`src/rtl/bsg_manycore_crossbar_link_endpoint.sv`:
```
// Credit-managed endpoint between a manycore ready/and link and one crossbar port.
// Egress flattens x/y into a port index; ingress buffers and expands it back.
module bsg_manycore_crossbar_link_endpoint #(
    parameter int width_p           = 16,
    parameter int x_cord_width_p    = 3,
    parameter int y_cord_width_p    = 2,
    parameter int num_in_x_p        = 4,
    parameter int num_in_y_p        = 2,
    parameter int credits_p         = 4,
    parameter int fifo_els_p        = 4,
    parameter int lg_num_in_lp      = ((num_in_x_p * num_in_y_p) == 1) ? 1
                                      : $clog2(num_in_x_p * num_in_y_p),
    parameter int xbar_width_lp     = width_p - x_cord_width_p - y_cord_width_p
                                      + lg_num_in_lp,
    parameter int link_sif_width_lp = width_p + 2
) (
    input  logic                         clk_i,
    input  logic                         reset_n_i,
    input  logic [link_sif_width_lp-1:0] link_sif_i,
    output logic [link_sif_width_lp-1:0] link_sif_o,
    output logic                         xbar_v_o,
    output logic [xbar_width_lp-1:0]     xbar_data_o,
    input  logic                         xbar_credit_i,
    input  logic                         xbar_v_i,
    input  logic [xbar_width_lp-1:0]     xbar_data_i,
    output logic                         xbar_credit_o,
    output logic [2:0]                   err_o
);

    localparam int cord_w_lp   = x_cord_width_p + y_cord_width_p;
    localparam int credit_w_lp = $clog2(credits_p + 1);
    localparam int ptr_w_lp    = (fifo_els_p == 1) ? 1 : $clog2(fifo_els_p);
    localparam int cnt_w_lp    = $clog2(fifo_els_p + 1);

    logic                 in_v;
    logic                 in_rdy;
    logic [width_p-1:0]   in_data;

    assign {in_v, in_rdy, in_data} = link_sif_i;

    logic [x_cord_width_p-1:0]    eg_x;
    logic [y_cord_width_p-1:0]    eg_y;
    logic [width_p-cord_w_lp-1:0] eg_payload;
    logic [lg_num_in_lp-1:0]      eg_idx;
    logic                         eg_oob;

    assign eg_x       = in_data[x_cord_width_p-1:0];
    assign eg_y       = in_data[cord_w_lp-1:x_cord_width_p];
    assign eg_payload = in_data[width_p-1:cord_w_lp];
    assign eg_idx     = lg_num_in_lp'(32'(eg_x) + 32'(eg_y) * 32'(num_in_x_p));
    assign eg_oob     = (32'(eg_x) >= 32'(num_in_x_p))
                      || (32'(eg_y) >= 32'(num_in_y_p));

    logic [credit_w_lp-1:0] credit_q, credit_d;
    logic [2:0]             err_q, err_d;
    logic                   have_credit;
    logic                   credit_full;
    logic                   send;

    assign have_credit = (credit_q != '0);
    assign credit_full = (credit_q == credit_w_lp'(credits_p));
    // Reset gates the send so the crossbar never sees a packet during reset.
    assign send        = in_v & have_credit & reset_n_i;

    assign xbar_v_o    = send;
    assign xbar_data_o = {eg_payload, eg_idx};

    logic [xbar_width_lp-1:0] mem_q [fifo_els_p];
    logic [ptr_w_lp-1:0]      rptr_q, rptr_d;
    logic [ptr_w_lp-1:0]      wptr_q, wptr_d;
    logic [cnt_w_lp-1:0]      cnt_q, cnt_d;
    logic                     cred_pulse_q;
    logic                     empty;
    logic                     full;
    logic                     deq;
    logic                     enq;
    logic                     drop;

    assign empty = (cnt_q == '0);
    assign full  = (cnt_q == cnt_w_lp'(fifo_els_p));
    assign deq   = ~empty & in_rdy;
    assign enq   = xbar_v_i & (~full | deq);
    assign drop  = xbar_v_i & full & ~deq;

    function automatic logic [ptr_w_lp-1:0] ptr_next(input logic [ptr_w_lp-1:0] p);
        return (p == ptr_w_lp'(fifo_els_p - 1)) ? '0 : p + ptr_w_lp'(1);
    endfunction

    always_comb begin
        credit_d = credit_q;
        err_d    = err_q;
        rptr_d   = rptr_q;
        wptr_d   = wptr_q;
        cnt_d    = cnt_q;
        if (send && !xbar_credit_i) begin
            credit_d = credit_q - credit_w_lp'(1);
        end else if (!send && xbar_credit_i) begin
            if (credit_full) err_d[0] = 1'b1;
            else             credit_d = credit_q + credit_w_lp'(1);
        end
        if (send && eg_oob) err_d[2] = 1'b1;
        if (drop)           err_d[1] = 1'b1;
        if (enq) wptr_d = ptr_next(wptr_q);
        if (deq) rptr_d = ptr_next(rptr_q);
        if (enq && !deq)      cnt_d = cnt_q + cnt_w_lp'(1);
        else if (deq && !enq) cnt_d = cnt_q - cnt_w_lp'(1);
    end

    always_ff @(posedge clk_i or negedge reset_n_i) begin
        if (!reset_n_i) begin
            credit_q     <= credit_w_lp'(credits_p);
            err_q        <= '0;
            rptr_q       <= '0;
            wptr_q       <= '0;
            cnt_q        <= '0;
            cred_pulse_q <= 1'b0;
        end else begin
            credit_q     <= credit_d;
            err_q        <= err_d;
            rptr_q       <= rptr_d;
            wptr_q       <= wptr_d;
            cnt_q        <= cnt_d;
            cred_pulse_q <= deq;
        end
    end

    always_ff @(posedge clk_i) begin
        if (enq) mem_q[wptr_q] <= xbar_data_i;
    end

    logic [xbar_width_lp-1:0]            head;
    logic [lg_num_in_lp-1:0]             in_idx;
    logic [xbar_width_lp-lg_num_in_lp-1:0] in_payload;
    logic [y_cord_width_p-1:0]           in_y;
    logic [x_cord_width_p-1:0]           in_x;

    assign head       = mem_q[rptr_q];
    assign in_idx     = head[lg_num_in_lp-1:0];
    assign in_payload = head[xbar_width_lp-1:lg_num_in_lp];
    assign in_y       = y_cord_width_p'(32'(in_idx) / 32'(num_in_x_p));
    assign in_x       = x_cord_width_p'(32'(in_idx) % 32'(num_in_x_p));

    assign link_sif_o    = {~empty, have_credit, in_payload, in_y, in_x};
    assign xbar_credit_o = cred_pulse_q;
    assign err_o         = err_q;

endmodule

```
`config.mk`:
```
export PLATFORM = sky130hd
export DESIGN_NAME = bsg_manycore_crossbar_link_endpoint
export DESIGN_NICKNAME = d
export VERILOG_FILES = /design/src/rtl/bsg_manycore_crossbar_link_endpoint.sv
export SDC_FILE = /design/constraint.sdc
export NUM_CORES = 1
export LEC_CHECK = 0
export ABC_CLOCK_PERIOD_IN_PS = 4800
export CAP_MARGIN = 20
export CORE_MARGIN = 5
export CORE_UTILIZATION = 50
export DETAILED_ROUTE_END_ITERATION = 12
export GPL_ROUTABILITY_DRIVEN = 0
export PLACE_DENSITY_LB_ADDON = 0.2
export SLEW_MARGIN = 10
export SYNTH_ARGS = -nofsm -noshare
export SYNTH_HDL_FRONTEND = slang
export SYNTH_SLANG_ARGS = --single-unit
export TNS_END_PERCENT = 20
```
`constraint.sdc`:
```
create_clock -name clk_i -period 4.8 [get_ports clk_i]
set_input_delay 0.96 -clock clk_i [delete_from_list [all_inputs] [get_ports clk_i]]
set_output_delay 0.96 -clock clk_i [all_outputs]
set_load 0.03 [all_outputs]
```
# Yosys cells after proc, flatten, opt, wreduce, memory -nomap -nowiden
# Memories as Yosys holds them, arrays and structs flattened.
# Cells that the tools add are included.
classes:
  n_addsub: 7
  order_cmp: 2
  eq_ne: 5
  muxes: 9
  bitwise: 11
  n_reduce_logical: 16
op_table:
  columns: ["cell", "count"]
  rows:
  - ["two-way mux 3 bit", 5]
  - ["adder 3 x 1 -> 3 bit, second input constant", 2]
  - ["AND 1 bit", 6]
  - ["== test 3 bit, second input constant", 2]
  - ["subtractor 3 x 1 -> 3 bit, second input constant", 2]
  - ["logical AND 1 bit", 5]
  - ["adder 2 x 1 -> 2 bit, second input constant", 2]
  - ["== test 2 bit, second input constant", 2]
  - ["logical NOT 1 bit", 4]
  - ["two-way mux 2 bit", 2]
  - ["NOT 1 bit", 4]
  - ["nonzero test 2 bit", 2]
  - ["adder 3 bit", 1]
  - [">= comparator 3 bit, second input constant", 1]
  - ["logical NOT 3 bit", 1]
  - ["AND reduction 3 bit", 1]
  - ["nonzero test 3 bit", 1]
  - [">= comparator 2 bit, second input constant", 1]
  - ["two-way mux 1 bit", 2]
  - ["!= test 2 x 1 -> 1 bit, second input constant", 1]
  - ["AND reduction 2 bit", 1]
  - ["logical OR 1 bit", 1]
  - ["bitwise OR 1 bit", 1]
word_totals:
  ff_bits: 14
  ram_bits: 56
  input_bits: 36
  output_inout_bits: 37
  n_memories: 1
memory_table:
  columns: ["name", "depth", "word_bits", "read_ports", "rd_ports_with_merged_regs", "wr", "line_no", "text"]
  rows:
  - ["mem_q", 4, 14, 1, 0, 1, "68", "logic [xbar_width_lp-1:0] mem_q [fifo_els_p];"]

# Depth between registers and ports, before layout
depth:
  depth_word: 9
  mapped_depth: 9

# Least setup slack after synthesis
# No wires, ideal clock.
synth_timing:
  path_type: "input port to flip-flop"
  start: "in reset_n_i"
  end: "reg credit_q[2]"
  setup_ns: 0.085
  arrival_time_ns: 2.547
  t_required_ns: 4.715
  slack_ns: 2.168
  cell_stages: 8
  n_path_buf: 0
  cell_sequence: "nand3_1 > inv_1 > ha_1 > inv_1 > fa_1 > or2_2 > o21ai_0 > a31oi_1"
synth_between:
  elab_chain_len: 5
  elab_cells_between_ends: 8
  cone_classes: "1 x eq/ne; 1 x mux; 1 x bitwise; 5 x reduce/logical"
synth_rtl:
  columns: ["element", "line_no", "text"]
  rows:
  - ["from (decl)", "18", "input logic reset_n_i,"]
  - ["AND 1 bit (*)", "63", "assign send = in_v & have_credit & reset_n_i;"]
  - ["net xbar_v_o", "21", "output logic xbar_v_o,"]
  - ["logical NOT 1 bit", "97", "end else if (!send && xbar_credit_i) begin"]
  - ["logical AND 1 bit", "97", null]
  - ["nonzero test 2 bit (no line)", null, null]
  - ["AND reduction 2 bit (no line)", null, null]
  - ["to (signal assigned)", "111", "credit_q <= credit_w_lp'(credits_p);"]
  - ["to (signal assigned)", "118", "credit_q <= credit_d;"]
  - ["to (decl)", "54", "logic [credit_w_lp-1:0] credit_q, credit_d;"]
# Mark *: on every way through the listed nets, which the timed path passes. The rest lies on a longest branch.
# A chain may end at the register's enable or synchronous reset.

# Final worst setup path
layout_timing:
  start: "in reset_n_i"
  end: "out xbar_v_o"
layout_between:
  elab_chain_len: 1
layout_rtl:
  columns: ["element", "line_no"]
  rows:
  - ["AND 1 bit", "63"]
  - ["to (decl)", "21"]
# No other way between the ends.

==> impl_summary.md <==
STA
Setup violations remaining at the end of the flow were counted as 0. For the pin with the worst max-slew slack, the measured transition is 0.958 ns. The final count of hold timing violations is 0.

The worst setup skew after layout is 0.00415 ns. The max-slew violation total from the final report is 0. In the final timing run, aggregate negative setup slack is 0 ns. The final critical-path share of the clock period is 0.741.

The tightest hold margin is 0.477 ns. The highest attainable clock frequency is 281 MHz. Setup repair after global routing left no endpoint under its margin.

The worst-case headroom to the max-slew limit is 0.361. The shortest clock period the worst path allows after layout is 3.56 ns.

Floorplan
For this configuration, the core starts out at a cell density of 0.511. The placeable core region is 5850 um2. The floorplan has 28 rows.

Measured along the y axis, the die boundary spans 87.3 um. In this run the horizontal extent of the chip is 87.3 um. The die covers 7620 um2.

The number of placed I/O pins is 73.

Cells and area
The repair_antennas step left the layout with diodes totalling 0. With fillers left out, the area of the finished cells amounts to 3550 um2. The area growth from synthesis to layout is 18.7%. The fraction of layout instances using a drive strength above 1 is 0.202. The library cell used most frequently in the layout, excluding fill and tap cells, is sky130_fd_sc_hd__edfxtp_1. The top cell types in the final layout, fill and taps aside, are sky130_fd_sc_hd__edfxtp_1, sky130_fd_sc_hd__clkdlybuf4s50_1, sky130_fd_sc_hd__mux4_2. The final net count is 246.

Setup path
Following the worst setup path forward leads to its endpoint at xbar_v_o. The startpoint identified for the worst register-to-register timing path is credit_q[2]. The number of gates on the worst path with buffers counted is 5. The highest cell delay on the worst timing path is 0.68 ns. The worst setup path is launched from an input port. The worst setup path is captured at an output port. The dominant cell type by count on the critical path is sky130_fd_sc_hd__clkdlybuf4s50_1. In this design, the largest share of critical-path delay is due to buffers and inverters. The arrival time of data at the critical path endpoint is 2.60 ns. The data required time at the worst endpoint is 3.84 ns.

Measured in cells, the most critical reg-to-reg path has a length of 9. For flop-to-flop paths, the worst setup slack is 2.39 ns. The endpoint identified for the worst register-to-register timing path is credit_q[2]. The count of buffer and inverter cells on the critical path is 4. Tracing the worst setup path back leads to its startpoint at reset_n_i.

The classification of the worst setup path is input port to output port. Traced cell by cell, the critical path runs through clkdlybuf4s50_1 -> buf_4 -> nand3_1 -> inv_1 -> clkdlybuf4s50_1. Along the worst path, the maximum fanout reaches 15.

On the critical path, the stage with the largest delay is an instance of sky130_fd_sc_hd__clkdlybuf4s50_1.

Global route
The residual overflow from global routing is 0. The wire length of the first global-routing pass is 7840 um. The maximum number of pins on one net before global-route repair is 18.

In the global route stage, overall resource usage came out at 0.139. The via count of the first global-routing pass is 1610. The initial antenna violation count is 0.

Synth
The number of flops mapped to enable cells by yosys is 56. Yosys attributes the largest share of cell area to sky130_fd_sc_hd__edfxtp_1, sky130_fd_sc_hd__dfrtp_1, sky130_fd_sc_hd__mux4_2, sky130_fd_sc_hd__buf_4, sky130_fd_sc_hd__ha_1. The share of the Yosys chip area taken by registers is 0.680. The commonest register cell after synthesis is sky130_fd_sc_hd__edfxtp_1. In this run the mean area of a mapped cell was 18.3 um2.

The share of synthesized flip-flops with an asynchronous set or reset is 0.200. The count of distinct cell types in the synthesized netlist is 34. Yosys printed 0 warnings. The area of the mapped netlist is 2990 um2.

Synthesis produced a netlist whose cell count is 163. The synthesis-stage register bit count is 70. The share of synthesized area in the top cell type comes to 0.563.

The cell taking the most area after synthesis is sky130_fd_sc_hd__edfxtp_1.

Power
The areal power density over the cells is 617 nW/um2. The design draws 2.19 mW. The share of total power dissipated in sequential elements is 0.434. The share of total power dissipated in the clock network is 0.188.

The fraction of power consumed by combinational cells is 0.378. The worst-case vdd ir drop is 0.319 mV. The leakage power total is 1.27 nW. The reported net switching power is 730 uW. Of the total power, the share spent switching nets is 0.333. The cell internal power dissipation is 1.46 mW.

Clock tree
Buffers added to address setup during post-CTS repair amount to 0. The H-tree depth reported by CTS is 3. Clock-pin slew was measured on the worst setup and hold paths at 0.06 ns. The clock passes through at most 2 buffers. The quantity of hold-fixing buffers added after cts is 0.

The total number of clock tree sinks is 70. The root buffer cell chosen for the clock tree is sky130_fd_sc_hd__clkbuf_8. The CTS buffer count is 9. For the worst-skew pair, the clock arrives at the later sink with an insertion delay of 0.32 ns. TritonCTS built the clock tree. The post-cts gate resize count is 0.

Place
After legalization and detailed placement, the total HPWL measured 3450 um. The placed instance area is 3380 um2. The count of input and output buffers is 44.

Routing
The total length of routed wires is 4900 um. After detailed routing, the average wire length per cell comes to 17.6 um. The routed layout has 1481 vias.

The detailed-route DRC error count is 0. The number of DRC markers in iteration 0 is 84. The total iterations of the first detailed-routing run is 4. The count of antenna-violating nets left after detailed routing is 0. Using the TritonRoute via totals, the vias-per-cell ratio works out to 5.33.

Flow run
Across the run, the number of max-cap violations was 0.

Run status
The flow ran to the end, and the final reports show no timing, DRC or antenna violations.

Worst hold path
The worst hold-check path type is register to register.
## power groups by stage
stage	registers, mW	clock network (mW)	logic (mW)
after global routing	0.973	0.455	0.881
after CTS	0.956	0.424	0.842
after detailed placement	0.968	0	0.840
after global placement	0.955	0	0.814
after floorplan	0.902	0	0.631
final	0.951	0.411	0.828
## synth_stat cells (all sizes together) (2+ instances only)
cell,number
xor2,3
or3,2
nor2,5
nand2,2
buf,20
edfxtp,56
xnor2,2
dfrtp,13
inv,10
a21oi,3
mux4,14
ha,8
fa,2
and2,4
a21o,2
mux2,5
## registers in the layout (all words and copies together), names as in the netlist
signal and flops:
cnt_q 3, credit_q 3, err_o 3, mem_q 56, rptr_q 2, wptr_q 2, xbar_credit_o 1
## layer usage
metal,wire [um],global-route usage,vias up,part of all wire
met5,0,0,-,0
met4,96,0.0711,0,0.020
met3,311,0.0482,11,0.063
met2,2620,0.232,52,0.53
met1,1870,0.157,753,0.38
li1,-,-,665,-
## cell families after synthesis
family,after synthesis,share of synthesized area
flip-flops,70,0.680
buffers and inverters,30,0.0645
multiplexers,19,0.127
AND/OR/NAND/NOR,18,0.0423
adder cells (fa/ha/maj),10,0.0469
AO/OA/AOI/OAI,10,0.0230
XOR/XNOR,5,0.0147
other,1,0.00126
## final cells by class
class / count / area, um2
Sequential cell: 70 / 2030
Multi-Input combinational cell: 64 / 766
Clock buffer: 11 / 131
Fill cell: 428 / 2300
Inverter: 10 / 37.5
Clock inverter: 3 / 37.5
Tap cell: 75 / 93.8
Timing Repair Buffer: 45 / 448
## stage by stage
stage / utilization / std cells / setup slack [ns]
6_report: 0.606 / 278 / 1.24
3_5_place_dp: 0.577 / 264 / 1.23
3_3_place_gp: 0.577 / 264 / 1.29
2_1_floorplan: - / 164 / 2.17
5_1_grt: 0.606 / 278 / 1.09
4_1_cts: 0.606 / 278 / 1.20
## worst min path at each step
stage               slack, ns  cells past startpoint  startpoint       end
CTS                      0.48                      1    err_o[1]  err_o[1]
finish                   0.48                      1    err_o[0]  err_o[0]
global placement         0.45                      1    err_o[1]  err_o[1]
detailed placement       0.47                      1    err_o[1]  err_o[1]
global route             0.51                      1    err_o[0]  err_o[0]
floorplan                0.46                      1    cnt_q[2]  cnt_q[2]
Power figures use the tool's default switching activity.
